**src/rtl/opl3_pkg.sv**
```systemverilog
// Shared opl3 definitions: operator count and the slot-reader sweep states.
package opl3_pkg;

  localparam int unsigned NUM_OPERATORS = 36;

  typedef enum logic [1:0] {
    IDLE  = 2'd0,
    READ  = 2'd1,
    DRAIN = 2'd2
  } slot_rd_state_t;

endpackage

```
**src/rtl/op_slot_skid_buf.sv**
```systemverilog
// Small in-order buffer that absorbs RAM read data while downstream stalls.
module op_slot_skid_buf #(
  parameter int unsigned depth = 2,
  parameter int unsigned width = 8
) (
  input  logic                         clk,
  input  logic                         reset,
  input  logic                         push,
  input  logic                         pop,
  input  logic [width-1:0]             din,
  output logic [width-1:0]             dout,
  output logic                         empty,
  output logic [$clog2(depth+1)-1:0]   count
);

  localparam int unsigned PW = (depth > 1) ? $clog2(depth) : 1;
  localparam int unsigned CW = $clog2(depth + 1);

  logic [width-1:0] mem [depth];
  logic [PW-1:0]    wr_ptr;
  logic [PW-1:0]    rd_ptr;
  logic             do_pop;

  function automatic logic [PW-1:0] next_ptr(input logic [PW-1:0] p);
    return (p == PW'(depth - 1)) ? '0 : p + PW'(1);
  endfunction

  assign do_pop = pop && !empty;
  assign empty  = (count == '0);
  assign dout   = mem[rd_ptr];

  always_ff @(posedge clk) begin
    if (reset) begin
      wr_ptr <= '0;
      rd_ptr <= '0;
      count  <= '0;
      for (int unsigned i = 0; i < depth; i++) mem[i] <= '0;
    end else begin
      if (push) begin
        mem[wr_ptr] <= din;
        wr_ptr      <= next_ptr(wr_ptr);
      end
      if (do_pop) rd_ptr <= next_ptr(rd_ptr);
      case ({push, do_pop})
        2'b10:   count <= count + CW'(1);
        2'b01:   count <= count - CW'(1);
        default: count <= count;
      endcase
    end
  end

  // Issue throttling upstream must keep the buffer from ever being written while full.
  a_no_overflow: assert property (@(posedge clk) disable iff (reset) push |-> (count != CW'(depth)))
    else $error("op_slot_skid_buf: write to full buffer");

endmodule

```
**src/rtl/op_slot_reader.sv**
```systemverilog
// Sweeps all operator slot words out of a simple-dual-port RAM once per sample tick.
// Optional OP_SLOT_READER_OVERRUN_EN builds the sticky tick-while-busy overrun flag.
module op_slot_reader
  import opl3_pkg::*;
#(
  parameter int unsigned NUM_SLOTS    = NUM_OPERATORS,
  parameter int unsigned DATA_WIDTH   = 32,
  parameter int unsigned OUTPUT_DELAY = 1
) (
  input  logic                          clk,
  input  logic                          reset,
  input  logic                          sample_clk_en,
  output logic                          ram_reb,
  output logic [$clog2(NUM_SLOTS)-1:0]  ram_addrb,
  input  logic [DATA_WIDTH-1:0]         ram_dob,
  output logic [DATA_WIDTH-1:0]         slot_data,
  output logic [$clog2(NUM_SLOTS)-1:0]  slot_num,
  output logic                          slot_valid,
  input  logic                          slot_ready,
  output logic                          busy,
  output logic                          done,
  output logic                          overrun
);

  localparam int unsigned AW    = $clog2(NUM_SLOTS);
  localparam int unsigned DEPTH = OUTPUT_DELAY + 1;
  localparam int unsigned CW    = $clog2(DEPTH + 1);
  localparam int unsigned OW    = 4;

  if (OUTPUT_DELAY != 1 && OUTPUT_DELAY != 2) begin : g_bad_delay
    $fatal(1, "op_slot_reader: OUTPUT_DELAY must be 1 or 2");
  end

  slot_rd_state_t         state;
  logic [AW-1:0]          cnt;
  logic [AW-1:0]          addr_q;
  logic [OUTPUT_DELAY-1:0] pipe_v;
  logic [AW-1:0]          pipe_tag [OUTPUT_DELAY];
  logic [OW-1:0]          in_flight;
  logic                   issue;
  logic                   pop_now;
  logic                   last_pop;
  logic [CW-1:0]          buf_count;
  logic                   buf_empty;
  logic [AW+DATA_WIDTH-1:0] buf_dout;

  always_comb begin
    in_flight = '0;
    for (int unsigned i = 0; i < OUTPUT_DELAY; i++) in_flight = in_flight + OW'(pipe_v[i]);
  end

  // Issue only while every outstanding word is guaranteed a buffer slot.
  assign pop_now  = slot_valid && slot_ready;
  assign issue    = (state == READ) &&
                    ((in_flight + OW'(buf_count)) < (OW'(DEPTH) + OW'(pop_now)));
  assign last_pop = pop_now && (slot_num == AW'(NUM_SLOTS - 1));

  assign ram_reb    = issue;
  assign ram_addrb  = issue ? cnt : addr_q;
  assign busy       = (state != IDLE);
  assign done       = (state == DRAIN) && last_pop;
  assign slot_valid = !buf_empty;
  assign {slot_num, slot_data} = buf_dout;

  always_ff @(posedge clk) begin
    if (reset) begin
      state  <= IDLE;
      cnt    <= '0;
      addr_q <= '0;
      pipe_v <= '0;
      for (int unsigned i = 0; i < OUTPUT_DELAY; i++) pipe_tag[i] <= '0;
    end else begin
      pipe_v[0]   <= issue;
      pipe_tag[0] <= cnt;
      for (int unsigned i = 1; i < OUTPUT_DELAY; i++) begin
        pipe_v[i]   <= pipe_v[i-1];
        pipe_tag[i] <= pipe_tag[i-1];
      end
      case (state)
        IDLE: begin
          if (sample_clk_en) begin
            state <= READ;
            cnt   <= '0;
          end
        end
        READ: begin
          if (issue) begin
            addr_q <= cnt;
            if (cnt == AW'(NUM_SLOTS - 1)) state <= DRAIN;
            else                           cnt   <= cnt + AW'(1);
          end
        end
        DRAIN: begin
          if (last_pop) state <= IDLE;
        end
        default: state <= IDLE;
      endcase
    end
  end

`ifdef OP_SLOT_READER_OVERRUN_EN
  always_ff @(posedge clk) begin
    if (reset)                                overrun <= 1'b0;
    else if (sample_clk_en && state != IDLE) overrun <= 1'b1;
  end
`else
  assign overrun = 1'b0;
`endif

  op_slot_skid_buf #(
    .depth (DEPTH),
    .width (AW + DATA_WIDTH)
  ) u_buf (
    .clk   (clk),
    .reset (reset),
    .push  (pipe_v[OUTPUT_DELAY-1]),
    .pop   (pop_now),
    .din   ({pipe_tag[OUTPUT_DELAY-1], ram_dob}),
    .dout  (buf_dout),
    .empty (buf_empty),
    .count (buf_count)
  );

endmodule

```
**config.mk**
```make
export PLATFORM = sky130hd
export DESIGN_NAME = op_slot_reader
export DESIGN_NICKNAME = d
export VERILOG_FILES = /design/src/rtl/opl3_pkg.sv /design/src/rtl/op_slot_skid_buf.sv /design/src/rtl/op_slot_reader.sv
export SDC_FILE = /design/constraint.sdc
export NUM_CORES = 1
export LEC_CHECK = 0
export BUFFER_PORTS_ARGS = -buffer_cell sky130_fd_sc_hd__buf_2
export CAP_MARGIN = 20
export CELL_PAD_IN_SITES_DETAIL_PLACEMENT = 1
export CELL_PAD_IN_SITES_GLOBAL_PLACEMENT = 1
export CORE_MARGIN = 4
export CORE_UTILIZATION = 40
export DETAILED_ROUTE_END_ITERATION = 16
export MAX_ROUTING_LAYER = met4
export PLACE_DENSITY_LB_ADDON = 0.1
export SLEW_MARGIN = 20
export SYNTH_ARGS = -nofsm -noshare
export SYNTH_HDL_FRONTEND = slang
export SYNTH_SLANG_ARGS = --single-unit
```
**constraint.sdc**
```tcl
create_clock -name clk -period 3.2 [get_ports clk]
set_clock_uncertainty 0.15 [all_clocks]
set_input_delay 0.48 -clock clk [delete_from_list [all_inputs] [get_ports clk]]
set_output_delay 0.48 -clock clk [all_outputs]
set_load 0.1 [all_outputs]
```
# [After elaboration in Yosys (flattened, before gate mapping)]
# Memory sizes are Yosys's and may differ from the RTL's. A register that Yosys moved wholly into a read port is not among the register bits.
# Index checks and enable logic that the tools add are counted.
[word_totals] ff_bits=19 ramBits=82 output_inout_bits=49 word_cells=69 n_memories=2
[op_classes] add_sub_neg=7 n_lt_le_gt_ge=1 eq_ne=11 muxes=26 reduce_logical=15
[mem_list] memory="u_buf.mem" words=2 width=38 rd=1 rd_ports_with_merged_regs=1 write_ports=2 line_no="op_slot_skid_buf.sv:19" text="logic [width-1:0] mem [depth];"
[mem_list] memory="pipe_tag" words=1 width=6 rd=1 rd_ports_with_merged_regs=0 write_ports=1 line_no="op_slot_reader.sv:38" text="logic [AW-1:0] pipe_tag [OUTPUT_DELAY];"
[op_table] op="$mux 38" count=1
[op_table] op="$reduce_or 38->1" count=1
[op_table] op="$mux 6" count=5
[op_table] op="$mux 1" count=13
[op_table] op="$eq 6x6->1 const B" count=2
[op_table] op="$pmux 6 s2" count=1
[op_table] op="$mux 2" count=4
[op_table] op="$ne 2x2->1 const B" count=4
[op_table] op="$reduce_and 4->1" count=2
[op_table] op="$add 6x1->6 const B" count=1
[op_table] op="$pmux 2 s3" count=1
[op_table] op="$reduce_bool 2->1" count=3
[op_table] op="$reduce_or 6->1" count=1
[op_table] op="$logic_and 1x1->1" count=5
[op_table] op="$eq 2x1->1 const B" count=2
[op_table] op="$eq 2x2->1 const B" count=2
[op_table] op="$logic_not 2->1" count=2
[op_table] op="$pmux 2 s2" count=1
[op_table] op="$add 1x2->3" count=1
[op_table] op="$add 2x1->3 const A" count=1
[op_table] op="$lt 3x3->1" count=1
[op_table] op="$add 1x1->1 const B" count=2
[op_table] op="$add 2x1->2 const B" count=1
[op_table] op="$ne 2x1->1 const B" count=1
[op_table] op="2 further kinds" count=2

# [Logic depth before layout (Yosys ltp)]
[depth] word_depth=8 depth_mapped=6

# [Hierarchy]
# Synthesis repeated with hierarchy kept, for this count alone.
[unflattened] cells_unflattened=376 hier_area_um2=4539.4
[by_module_without_submodules] module="op_slot_skid_buf" n_inst=1 cells_per_inst=269 area_each_um2=3520.9 seq_area_each_um2=2382.3
[by_module_without_submodules] module="op_slot_reader" n_inst=1 cells_per_inst=107 area_each_um2=1018.5 seq_area_each_um2=420.4

# [Worst setup path after synthesis]
# No wires, ideal clock.
[synth_path] path_type="register to output" startpoint="memory u_buf.mem[0][34] (netlist name)" endpoint="output port done" t_arrival_ps=5446 required_ps=2570 setup_slack_ps=-2876 path_stages_with_launch=4 path_buffers=0 path_cell_list="edfxtp_1 -> nor4b_1 -> nand2_1 -> a2111oi_0"
[synth_lines] element="from (decl)" line_no="op_slot_skid_buf.sv:19"
[synth_lines] element="to (decl)" line_no="op_slot_reader.sv:21" text="output logic done,"

# [Worst setup path after layout]
[layout_path] startpoint="register u_buf.count[0]" endpoint="output port ram_addrb[2]"
[layout_between] elab_chain_len=7 elab_cells_between_ends=8 cone_classes="add/sub: 2; order compare: 1; mux: 1; reduce/logical: 4"
[layout_rtl] element="from (decl)" line_no="op_slot_skid_buf.sv:13" text="output logic [$clog2(depth+1)-1:0] count"
[layout_rtl] element="from (signal assigned)" line_no="op_slot_skid_buf.sv:45" text="2'b10: count <= count + CW'(1);"
[layout_rtl] element="from (signal assigned)" line_no="op_slot_skid_buf.sv:46" text="2'b01: count <= count - CW'(1);"
[layout_rtl] element="from (signal assigned)" line_no="op_slot_skid_buf.sv:47" text="default: count <= count;"
[layout_rtl] element="$logic_not 2->1" line_no="op_slot_skid_buf.sv:29" text="assign empty = (count == '0);"
[layout_rtl] element="$logic_not 1->1" line_no="op_slot_reader.sv:62" text="assign slot_valid = !buf_empty;"
[layout_rtl] element="$logic_and 1x1->1" line_no="op_slot_reader.sv:53" text="assign pop_now = slot_valid && slot_ready;"
[layout_rtl] element="$add 2x1->3" line_no="op_slot_reader.sv:55" text="((in_flight + OW'(buf_count)) < (OW'(DEPTH) + OW'(pop_now)));"
[layout_rtl] element="$lt 3x3->1 (*)" line_no="op_slot_reader.sv:55"
[layout_rtl] element="$logic_and 1x1->1 (*)" line_no="op_slot_reader.sv:54" text="assign issue = (state == READ) &&"
[layout_rtl] element="$mux 6 (*)"
[layout_rtl] element="to (decl)" line_no="op_slot_reader.sv:14" text="output logic [$clog2(NUM_SLOTS)-1:0] ram_addrb,"
# Every way passes the cells marked *; elsewhere a longest branch is shown, timed or not.

==> reports/metrics.csv <==
stage,metric,value,unit
critical_path,Critical Path AT,2300,ps
placement,DP HPWL,5.86,mm
die,core region area,10900,um2
die,row cnt,38,
placement,port buffer count,83,
clocking,"CTS clk-pin slew, worst paths",100,ps
sta,Fmax achieved,341,MHz
global_route,antenna violations before repair,0,
power,Pwr per Cell Area,715,nW/um2
synth,ranking of synthesized cells by area,"edfxtp_1 51%, dfxtp_1 12%, and2_1 11%",
synth,area share of the largest cell type after synthesis,0.511,
power,Peak VDD IR,424,uV
clocking,root buffer cell,clkbuf_8,
drt,Routed Antenna Nets,0,
synth,number of flops mapped to enable cells by yosys,76,
drt,drc violations,0,
sta,endpoints failing hold,0,
clocking,Clock Latency Late Sink,360,ps
status,status,"complete, no violations",
synth,most frequent cell after synthesis,and2_1,
global_route,vias in the first global route,2890,
clocking,setup bufs post-CTS,0,
sta,setup violators final,0,
die,io pins,85,
layout,cell area after layout,5230,um2
synth,area of the mapped netlist,4460,um2
layout,nets,453,
sta,Max Slew Vio Count,0,
synth,yosys warns,0,
clocking,CTS max path bufs,2,
synth,Synth Register Bits,102,
die,die area,12900,um2
global_route,largest net degree at the start of global routing,39,
clocking,clock buffer count from CTS,9,
clocking,hold_buf cts,0,
run,Max Cap Viol,0,
sta,setup TNS,0,ps
synth,Syn Inst Count,332,
drt,DR iter-0 viols,63,
synth,post-synthesis sequential area ratio,0.628,
die,chip width,114,um
synth,Mean Syn Cell Area,13.4,um2
synth,Main synth FF type,edfxtp_1,
clocking,clock tree sinks,102,
placement,DP Worst Slack,640,ps
placement,Post-DP Area,5040,um2
layout,area occupied by multi-input gates,1590,um2
sta,Hold WS,245,ps
drt,routed via count,2744,
sta,fin crit share,0.916,
synth,Yosys cell types,41,
clocking,post-cts sizing count,0,
global_route,aggregate global-route resource usage,0.149,
power,Lkg Pwr,2.17,nW
global_route,first-pass GRT wire length,14.4,mm
critical_path,"Req. time, crit path",2570,ps
critical_path,crit path max fanout,8,
sta,Tmin final,2930,ps
sta,RSZ-0062 raised after global routing,no,
layout,register area,2800,um2
layout,share of cells above drive strength 1,0.289,
layout,Area Growth Syn to Fin,17.1,%
drt,Avg WL per Cell,16.0,um
critical_path,Setup CP Type,register to output pin,
synth,asr flop ratio synth,0,
placement,gpl congestion,0.681,
layout,# fillers,1187,
synth,largest area contributor in the netlist,edfxtp_1,
sta,Slew @ Worst Pin,989,ps
layout,antenna cells,0,
clocking,CTS tree,yes,
drt,first-pass detailed-route iteration total,4,
die,starting density of the core,0.410,
global_route,GRT overflow,0,
clocking,Clock H-tree levels,3,
synth,Post-Syn Nets,372,
power,Design Power,3.74,mW
worst_hold_path,Worst Hold Class,input pin to register,
drt,vias per inst,4.92,
sta,Slew HR,0.341,
critical_path,crit path capture type,output pin,
die,die height,114,um
critical_path,CP startpoint kind,register,
sta,setup slack after layout,268,ps
drt,final WL,8.91,mm
synth,list of most frequent post-synthesis cells,"78 x and2_1, 76 x edfxtp_1, 37 x mux2_1",
registers in the layout (all words and copies together), names as in the netlist, named ones only:
register      cells
u_buf.mem        76
addr_q            6
cnt               6
pipe_tag          6
state             2
u_buf.count       2
pipe_v            1
u_buf.rd_ptr      1
u_buf.wr_ptr      1
cell type report:
class                   count  area share
inverters                   8     0.00574
clock inverters             4     0.00910
clock buffers              12      0.0258
well taps                 140      0.0335
multi-input cells         205       0.304
flip-flops and latches    102       0.536
repair buffers             87      0.0852
where the power goes:
part | internal, mW | leakage (nW) | switching, mW
logic | 0.261 | 1.07 | 1.13
registers | 1.51 | 1.00 | 0.0577
clock network | 0.361 | 0.0920 | 0.422
metal layers:
metal / GRT usage / part of all wire / vias to the layer above
li1: - / - / 1326
met5: - / 0 / -
met3: 0.0350 / 0.047 / 10
met2: 0.254 / 0.52 / 50
met1: 0.171 / 0.42 / 1358
met4: 0.0577 / 0.013 / 0
kinds of logic after synthesis:
logic type,count (synthesis),synth area share
flip-flops,102,0.628
AND/OR/NAND/NOR,131,0.178
multiplexers,43,0.114
XOR/XNOR,4,0.00785
buffers and inverters,25,0.0227
adder cells (fa/ha/maj),4,0.0112
other,1,0.000840
AO/OA/AOI/OAI,22,0.0378
path summary, 6_finish.rpt:
check        slack (ps)         endpoint            from  depth (start not counted)
min reg2reg         370     u_buf.rd_ptr    u_buf.rd_ptr                          2
max reg2reg        1180        addr_q[2]  u_buf.count[0]                          6
max                 270     ram_addrb[2]  u_buf.count[0]                          6
min                 240  u_buf.mem[0][2]      ram_dob[2]                          2
worst max-delay path, stage by stage (launching register included):
cell	delay (ps)
dfxtp_1	380
ha_1	210
ha_1	300
o21ai_4	110
nand4b_4	240
mux2_4	280
buf_2	420
metrics by stage:
| step | utilization | cells |
|---|---|---|
| floorplan | - | 332 |
| global placement | 0.463 | 542 |
| detailed placement | 0.463 | 542 |
| CTS | 0.480 | 558 |
| global route | 0.480 | 558 |
| finish | 0.480 | 558 |
cells in the final DEF (no fill, tap or decap), types with 3 or more instances in the layout:
cell type	count
buf_2	83
and2_1	78
edfxtp_1	76
mux2_1	37
dfxtp_1	25
nor2b_1	12
nor2_1	9
clkbuf_8	9
mux2_4	6
nand2_1	6
nand2b_1	6
inv_2	4
inv_1	4
nand3_1	4
a21oi_1	4
ha_1	4
buf_4	4
or2_2	3
o21ai_1	3
clkbuf_1	3
Power figures use the tool's default switching activity.
